`config.mk`:
```
export PLATFORM = sky130hd
export DESIGN_NAME = alu_res_station
export DESIGN_NICKNAME = d
export VERILOG_FILES = /design/src/rtl/alu_res_station.sv
export SDC_FILE = /design/constraint.sdc
export NUM_CORES = 2
export LEC_CHECK = 0
export ABC_AREA = 0
export CELL_PAD_IN_SITES_DETAIL_PLACEMENT = 1
export CELL_PAD_IN_SITES_GLOBAL_PLACEMENT = 1
export CORE_ASPECT_RATIO = 0.75
export CORE_UTILIZATION = 53
export DETAILED_ROUTE_END_ITERATION = 16
export GPL_ROUTABILITY_DRIVEN = 1
export PLACE_DENSITY_LB_ADDON = 0.1
export SLEW_MARGIN = 10
export SYNTH_ARGS = -nofsm -noshare
export SYNTH_HDL_FRONTEND = slang
export SYNTH_SLANG_ARGS = --single-unit
```
`constraint.sdc`:
```
create_clock -name clk -period 4.6 [get_ports clk]
set_input_delay 0.92 -clock clk [delete_from_list [all_inputs] [get_ports clk]]
set_output_delay 0.92 -clock clk [all_outputs]
set_load 0.05 [all_outputs]
```
`src/rtl/alu_res_station.sv`:
```
// ALU reservation station: in-order age queue with CDB wakeup, oldest-ready select
// and a registered issue port toward the single-cycle ALU.
package alu_res_station_pkg;
    localparam logic [6:0]  OP_AUIPC = 7'b0010111;
    localparam int unsigned RS_TAG_W = 8;
    localparam int unsigned RS_ROB_W = 8;

    typedef struct packed {
        logic                alu_output_valid;
        logic [6:0]          opcode;
        logic [2:0]          funct3;
        logic [6:0]          funct7;
        logic [31:0]         pc;
        logic [32:0]         imm_val;
        logic [RS_TAG_W-1:0] pr1_s;
        logic [RS_TAG_W-1:0] pr2_s;
        logic [RS_TAG_W-1:0] prd_s;
        logic [RS_ROB_W-1:0] rob_id;
        logic [31:0]         rs1_val;
        logic [31:0]         rs2_val;
    } res_station_alu_out_s;
endpackage

module alu_res_station
    import alu_res_station_pkg::*;
#(
    parameter int unsigned NO_PHY_REGS = 64,
    parameter int unsigned PHY_WIDTH   = $clog2(NO_PHY_REGS),
    parameter int unsigned DEPTH       = 8,
    parameter int unsigned ROB_WIDTH   = 5
) (
    input  logic                 clk,
    input  logic                 rst_n,
    input  logic                 flush,
    input  logic                 dispatch_valid,
    output logic                 dispatch_ready,
    input  logic [6:0]           dispatch_opcode,
    input  logic [2:0]           dispatch_funct3,
    input  logic [6:0]           dispatch_funct7,
    input  logic [31:0]          dispatch_pc,
    input  logic [32:0]          dispatch_imm_val,
    input  logic [PHY_WIDTH-1:0] dispatch_pr1_s,
    input  logic [PHY_WIDTH-1:0] dispatch_pr2_s,
    input  logic [PHY_WIDTH-1:0] dispatch_prd_s,
    input  logic                 dispatch_ps1_ready,
    input  logic                 dispatch_ps2_ready,
    input  logic [ROB_WIDTH-1:0] dispatch_rob_id,
    input  logic                 cdb_valid,
    input  logic [PHY_WIDTH-1:0] cdb_prd_s,
    output res_station_alu_out_s exec_arith_rs
);
    localparam int unsigned CNT_W = $clog2(DEPTH + 1);

    typedef struct packed {
        logic                 r1;
        logic                 r2;
        logic [6:0]           opcode;
        logic [2:0]           funct3;
        logic [6:0]           funct7;
        logic [31:0]          pc;
        logic [32:0]          imm_val;
        logic [PHY_WIDTH-1:0] pr1;
        logic [PHY_WIDTH-1:0] pr2;
        logic [PHY_WIDTH-1:0] prd;
        logic [ROB_WIDTH-1:0] rob;
    } entry_t;

    logic [DEPTH-1:0]   valid_q, valid_n;
    entry_t [DEPTH-1:0] ent_q, ent_w, ent_n;
    logic [CNT_W-1:0]   count_q, count_n, sel, wr_idx;
    logic               found, issue, accept;
    entry_t             sel_ent, new_ent;
    res_station_alu_out_s out_issue;

    assign dispatch_ready = rst_n && (count_q < CNT_W'(DEPTH)) && !flush;
    assign accept         = dispatch_valid && dispatch_ready;
    assign issue          = found && !flush;
    assign wr_idx         = issue ? count_q - 1'b1 : count_q;

    // Operand readiness at write includes a same-cycle CDB bypass.
    always_comb begin
        new_ent         = '0;
        new_ent.opcode  = dispatch_opcode;
        new_ent.funct3  = dispatch_funct3;
        new_ent.funct7  = dispatch_funct7;
        new_ent.pc      = dispatch_pc;
        new_ent.imm_val = dispatch_imm_val;
        new_ent.pr1     = dispatch_pr1_s;
        new_ent.pr2     = dispatch_pr2_s;
        new_ent.prd     = dispatch_prd_s;
        new_ent.rob     = dispatch_rob_id;
        new_ent.r1      = dispatch_ps1_ready || (dispatch_pr1_s == '0) ||
                          (dispatch_opcode == OP_AUIPC) ||
                          (cdb_valid && (cdb_prd_s == dispatch_pr1_s));
        new_ent.r2      = dispatch_ps2_ready || (dispatch_pr2_s == '0) ||
                          dispatch_imm_val[32] || (dispatch_opcode == OP_AUIPC) ||
                          (cdb_valid && (cdb_prd_s == dispatch_pr2_s));
    end

    always_comb begin
        found   = 1'b0;
        sel     = '0;
        sel_ent = '0;
        for (int unsigned i = 0; i < DEPTH; i++) begin
            if (!found && valid_q[i] && ent_q[i].r1 && ent_q[i].r2) begin
                found   = 1'b1;
                sel     = CNT_W'(i);
                sel_ent = ent_q[i];
            end
        end
    end

    always_comb begin
        ent_w = ent_q;
        for (int unsigned i = 0; i < DEPTH; i++) begin
            if (cdb_valid && valid_q[i]) begin
                if (ent_q[i].pr1 == cdb_prd_s) ent_w[i].r1 = 1'b1;
                if (ent_q[i].pr2 == cdb_prd_s) ent_w[i].r2 = 1'b1;
            end
        end
        ent_n   = ent_w;
        valid_n = valid_q;
        // Entries above the issued slot compact down; the top slot always empties.
        if (issue) begin
            for (int unsigned i = 0; i < DEPTH - 1; i++) begin
                if (CNT_W'(i) >= sel) begin
                    ent_n[i]   = ent_w[i+1];
                    valid_n[i] = valid_q[i+1];
                end
            end
            valid_n[DEPTH-1] = 1'b0;
        end
        if (accept) begin
            for (int unsigned i = 0; i < DEPTH; i++) begin
                if (CNT_W'(i) == wr_idx) begin
                    ent_n[i]   = new_ent;
                    valid_n[i] = 1'b1;
                end
            end
        end
        count_n = count_q + CNT_W'(accept) - CNT_W'(issue);
    end

    always_comb begin
        out_issue                  = '0;
        out_issue.alu_output_valid = 1'b1;
        out_issue.opcode           = sel_ent.opcode;
        out_issue.funct3           = sel_ent.funct3;
        out_issue.funct7           = sel_ent.funct7;
        out_issue.pc               = sel_ent.pc;
        out_issue.imm_val          = sel_ent.imm_val;
        out_issue.pr1_s            = RS_TAG_W'(sel_ent.pr1);
        out_issue.pr2_s            = RS_TAG_W'(sel_ent.pr2);
        out_issue.prd_s            = RS_TAG_W'(sel_ent.prd);
        out_issue.rob_id           = RS_ROB_W'(sel_ent.rob);
    end

    always_ff @(posedge clk or negedge rst_n) begin
        if (!rst_n) begin
            valid_q       <= '0;
            ent_q         <= '0;
            count_q       <= '0;
            exec_arith_rs <= '0;
        end else if (flush) begin
            valid_q                        <= '0;
            count_q                        <= '0;
            exec_arith_rs.alu_output_valid <= 1'b0;
        end else begin
            valid_q <= valid_n;
            ent_q   <= ent_n;
            count_q <= count_n;
            if (issue) exec_arith_rs <= out_issue;
            else       exec_arith_rs.alu_output_valid <= 1'b0;
        end
    end
endmodule

```
Word level (Yosys, flattened, before mapping)

Index checks and enable logic that the tools add are counted.

Bits in registers: 974
Word-level logic and storage cells: 281
Output and inout bits: 180
Input bits: 118

Bitwise operators: 1
Add/subtract/negate cells: 3
Reductions and logical operators: 57
Eq/ne operators: 26
Magnitude comparators: 8
Mux-type cells: 86

Operator list:

| kind                                                                 | number |
|---|---|
| 107-bit two-way mux                                                  | 15 |
| 856-bit two-way mux                                                  | 1 |
| 105-bit two-way mux                                                  | 8 |
| 749-bit two-way mux                                                  | 1 |
| 6-bit == test                                                        | 18 |
| 1-bit two-way mux                                                    | 42 |
| 1-bit logical AND                                                    | 37 |
| 4-bit two-way mux                                                    | 8 |
| 8-bit two-way mux                                                    | 3 |
| 3-bit by 4-bit == test with 1-bit output, first input constant       | 4 |
| 2-bit two-way mux                                                    | 8 |
| 3-bit by 4-bit >= comparator with 1-bit output, first input constant | 3 |
| 6-bit logical NOT                                                    | 2 |
| 2-bit by 4-bit == test with 1-bit output, first input constant       | 2 |
| 1-bit by 4-bit >= comparator with 1-bit output, first input constant | 2 |
| 2-bit by 4-bit >= comparator with 1-bit output, first input constant | 2 |
| 1-bit logical NOT                                                    | 8 |
| 7-bit by 5-bit == test with 1-bit output, second input constant      | 1 |
| 1-bit logical OR                                                     | 7 |
| 4-bit by 1-bit adder with 4-bit output                               | 1 |
| 1-bit by 4-bit == test with 1-bit output, first input constant       | 1 |
| 4-bit logical NOT                                                    | 1 |
| 4-bit < comparator, second input constant                            | 1 |
| 4-bit by 1-bit subtractor with 4-bit output                          | 1 |
| other kinds (4)                                                      | 4 |

Depth between registers and ports, before layout

Depth in word-level cells: 44
Depth in mapped cells: 14
Depth with buffers taken out: 11

Worst setup path before layout

OpenSTA, ideal clock, no wires.

Kind: input to register
Start: input flush
End: register ent_q[822] (netlist name)
Path buffers: 2
Library setup time: 0.128 ns
Arrival time: 3.179 ns
Data required time: 4.472 ns
Stages: 8
Slack: 1.293 ns
Cells stage by stage: nor3b_2 and2_1 nand3b_1 o32ai_4 nand2_1 buf_4 buf_4 mux2_1

Longest elaborated chain between the ends: 5
Elaborated cells on any way between the ends: 8
Classes of those cells: eq/ne (1); mux (1); bitwise (1); reduce/logical (5)

Ends and longest elaborated chain:

| item                                     | line   | text |
|---|---|---|
| start: declaration                       | 34     | `input logic flush,` |
| 1-bit logical NOT                        | 75, 77 |  |
| 1-bit logical AND                        | 77     | `assign issue = found && !flush;` |
| 4-bit two-way mux                        | 78     | `assign wr_idx = issue ? count_q - 1'b1 : count_q;` |
| 3-bit by 4-bit == test with 1-bit output | 135    | `if (CNT_W'(i) == wr_idx) begin` |
| 3-bit AND reduction (no line) (*)        | -      |  |
| end signal: assignment                   | 170    | `ent_q <= ent_n;` |
| end: declaration                         | 69     | `entry_t [DEPTH-1:0] ent_q, ent_w, ent_n;` |

Mark *: on every way between the ends. The rest lies on a longest branch, timed or not.
A chain may end at the register's enable or synchronous reset.

Final worst setup path

Start: register count_q[2]
End: register ent_q[765] (netlist name)

Longest elaborated chain between the ends: 5
Elaborated cells on any way between the ends: 8
Classes of those cells: add/sub (1); order compare (1); eq/ne (1); mux (1); reduce/logical (4)

Ends and longest elaborated chain:

| item                                                                                | line | text |
|---|---|---|
| start: declaration                                                                  | 70   | `logic [CNT_W-1:0] count_q, count_n, sel, wr_idx;` |
| start signal: assignment                                                            | 171  | `count_q <= count_n;` |
| branches (longest 4 deep; another with 4-bit by 1-bit subtractor with 4-bit output) | -    |  |
| 3-bit AND reduction (no line) (*)                                                   | -    |  |

Mark *: on every way between the ends.

==> results.md <==
- Fmax: around 0.26 GHz
- Reg2reg end: ent_q[765]$_DFFE_PN0P_
- Clk network pwr share: 0.282
- CP required: about 5.2 ns
- Leak pwr: ~29 nW
- Initial Util: 0.5360
- Total track usage: 0.3680
- Clock latency at the later pin of the worst-skew pair: between 0.7 and 0.8 ns
- Core Area: ~96,000 um^2
- Die Width: between 300 and 400 um
- Register area share after synthesis: 0.4761
- Final nets: about 4,700
- Most frequent cells in the layout: mux2i_1 (1,269), dfrtp_1 (974), nand2_1 (421)
- Routed Wire Length: 180,900 um
- Status: completed
- Setup bufs post-CTS: 0
- Switching share of power: 0.3477
- Hold crit path type: in -> async
- Hold slack: between 0.08 and 0.09 ns
- Fraction of layout cells with a size suffix above 1: 0.1045
- Site Rows: between 90 and 100
- CTS resizes: 0
- Flop pwr share: 0.472
- Initial antenna violation count: 5
- Pwr dens: roughly 500 nW/um^2
- CP startpoint: count_q[2]$_DFF_PN0_
- Crit path DAT: roughly 4.4 ns
- Gate power share: 0.246
- Cells on worst reg2reg path: 9
- Final cycle utilization of the critical path: 0.8255
- IO Count: 298
- Layout area overhead: 12.68%
- Worst setup EP type: flop
- RR Startpoint: count_q[2]$_DFF_PN0_
- Transition time of the tightest slew-check pin: roughly 1.2 ns
- DRC Markers: 0
- Grt ovf: 0
- Nature of the critical path startpoint: flop
- Total clock buffers created by CTS: 98
- Vias in the first global route: around 41,000
- Hold buffers post-CTS: 0
- Slew headroom: 0.1774
- Final setup TNS: 0 ns
- Post-synth design cell area: about 51,000 um^2
- Final setup viols: 0
- CTS tree: done
- Sw power: between 9 and 10 mW
- Placed wire-length estimate: about 100,000 um
- Clock Sinks: a little under 1,000
- Wire length per cell: around 31 um
- Pin count of the biggest net entering global routing: about 160
- Flop-to-flop setup slack: 0.80 ns
- Placed insts: ~5,700
- Count of unique library cells instantiated by Yosys: 70
- Worst Skew: 0.02371 ns
- GPL Wtd Cong: 0.9517
- Die ar.: 97,860 um^2
- Commonest non-fill, non-tap cell in the layout: mux2i_1
- Global-route wire length before repair: ~270,000 um
- CTS root buffer: clkbuf_16
- Worst-path clk slew: 0.06 ns
- Clk buf depth: 3
- Tmin final: around 3.8 ns
- Asr flop ratio synth: 1.000
- Crit path max fanout: 55
- Final Hold Fails: 0
- Starting DRT DRC Count: just under 4,000
- Internal power: roughly 18 mW
- Register bit total from synthesis: between 900 and 1,000
- Util after Layout: 0.6040
- Final Max Slew Viols: 0
- Vias per cell: 6.656
- WS Path Type: reg -> reg
- Ys Warns: 0
- RSZ-0062 raised after global routing: no
- DIE HEIGHT: around 270 um
- EDFF count, synth: 0
- Drt pass-1 iters: 6
- # port buffers: 224
- Non-filler cells in the finished layout: just under 6,000
- H-tree levels: 3
- Antenna Nets Post-Route: 0
- Worst vdd ir: approximately 0.44 mV
- Cells after Synth: 4,491
- Max-cap violations: 0
- Critical Path End: ent_q[765]$_DFFE_PN0P_
- Synth Flop Type: dfrtp_1
- Vias: 39,290
- Layout filler cell count: about 10,000
- Syn Area/Cell: around 11 um^2
[critical path, stage by stage (launching register included)]
cell and delay (ns):
dfrtp_1 0.57, inv_1 0.24, ha_1 0.23, a21boi_0 0.43
o21ai_0 0.13, o21ba_2 0.31, o32ai_4 0.23, nand2_4 0.13
buf_4 0.93, mux2_2 0.43
[through the flow]
stage / total power, mW / instance area [um^2] / setup slack (ns)
global route: 29.52 / 57690 / 0.7246
floorplan: 17.56 / 51470 / 1.293
CTS: 28.29 / 57680 / 0.9406
detailed placement: 20.28 / 54630 / 0.7127
global placement: 19.82 / 54630 / 0.7971
finish: 28.31 / 57690 / 0.8027
[routing by layer]
| layer | track usage | part of all wire |
|---|---|---|
| met5 | 0 | 0 |
| met3 | 0.06274 | 0.075 |
| met4 | 0.1134 | 0.031 |
| met1 | 0.5184 | 0.43 |
| met2 | 0.5826 | 0.46 |
[worst min-delay path by stage]
| stage | from | end | slack [ns] | cells past startpoint |
|---|---|---|---|---|
| floorplan | ent_q[855]$_DFFE_PN0N_ | ent_q[855]$_DFFE_PN0N_ | 0.47 | 2 |
| global placement | exec_arith_rs[153]$_DFFE_PN0P_ | exec_arith_rs[153]$_DFFE_PN0P_ | 0.47 | 1 |
| detailed placement | exec_arith_rs[154]$_DFFE_PN0P_ | exec_arith_rs[154]$_DFFE_PN0P_ | 0.48 | 1 |
| CTS | rst_n | ent_q[116]$_DFFE_PN0N_ | 0.06 | 1 |
| global route | rst_n | ent_q[223]$_DFFE_PN0N_ | 0.07 | 1 |
| finish | rst_n | ent_q[116]$_DFFE_PN0N_ | 0.08 | 1 |
[cell usage after synthesis, drive strengths merged (3+ instances only)]
master | instances | share of area
a22o | 45 | 0.0077
mux2 | 216 | 0.048
a211oi | 6 | 0.00088
a41oi | 19 | 0.0033
nand3 | 55 | 0.0055
or4 | 3 | 0.00044
buf | 273 | 0.031
o21ai | 88 | 0.0088
a41o | 5 | 0.00098
nand4 | 8 | 0.0011
mux2i | 1272 | 0.25
a31o | 4 | 0.00068
ha | 6 | 0.0015
a222oi | 49 | 0.0096
a221oi | 64 | 0.011
inv | 5 | 0.00037
clkbuf | 153 | 0.011
a21oi | 57 | 0.0056
a31oi | 52 | 0.0064
xor2 | 59 | 0.010
o22ai | 8 | 0.00098
o211ai | 5 | 0.00073
a221o | 62 | 0.012
nor2 | 274 | 0.020
dfrtp | 974 | 0.48
xnor2 | 52 | 0.0089
a22oi | 134 | 0.020
a211o | 39 | 0.0067
nor4 | 20 | 0.0026
and2 | 7 | 0.00086
nor3 | 8 | 0.00078
nand2 | 430 | 0.032
and3 | 6 | 0.00073
[power by group through the flow]
stage	clock network, mW	registers, mW	logic (mW)
after floorplan	0	13.6	3.98
after global placement	0	13.3	6.56
after detailed placement	0	13.4	6.90
after CTS	8.04	13.3	6.97
after global routing	8.36	13.6	7.55
final	7.99	13.4	6.96
[sequential cells by signal, indices dropped and copies added, names as in the netlist]
register       flops
ent_q            856
count_q            4
exec_arith_rs    106
valid_q            8
[area by class of cell]
cell class	instances	area, um^2	share of cell area
Multi-Input combinational cell	3158	25120	0.4355
Clock buffer	152	2816	0.04882
Timing Repair Buffer	337	3547	0.06149
Tap cell	1250	1564	0.02711
Sequential cell	974	24370	0.4225
Antenna cell	3	7.507	0.0001301
Inverter	5	21.27	0.0003687
Clock inverter	24	239.0	0.004142
[kinds of logic after synthesis]
| family | share of synthesized area |
|---|---|
| muxes | 0.2964 |
| DFF | 0.4761 |
| and+or+nand+nor | 0.06540 |
| AOI/OAI and AO/OA | 0.09863 |
| buffers and inverters | 0.04257 |
| xor gates and xnor gates | 0.01899 |
| adders and majority gates | 0.001857 |
| other | 0.00007325 |
No activity file was read; power rests on OpenSTA's default activity.
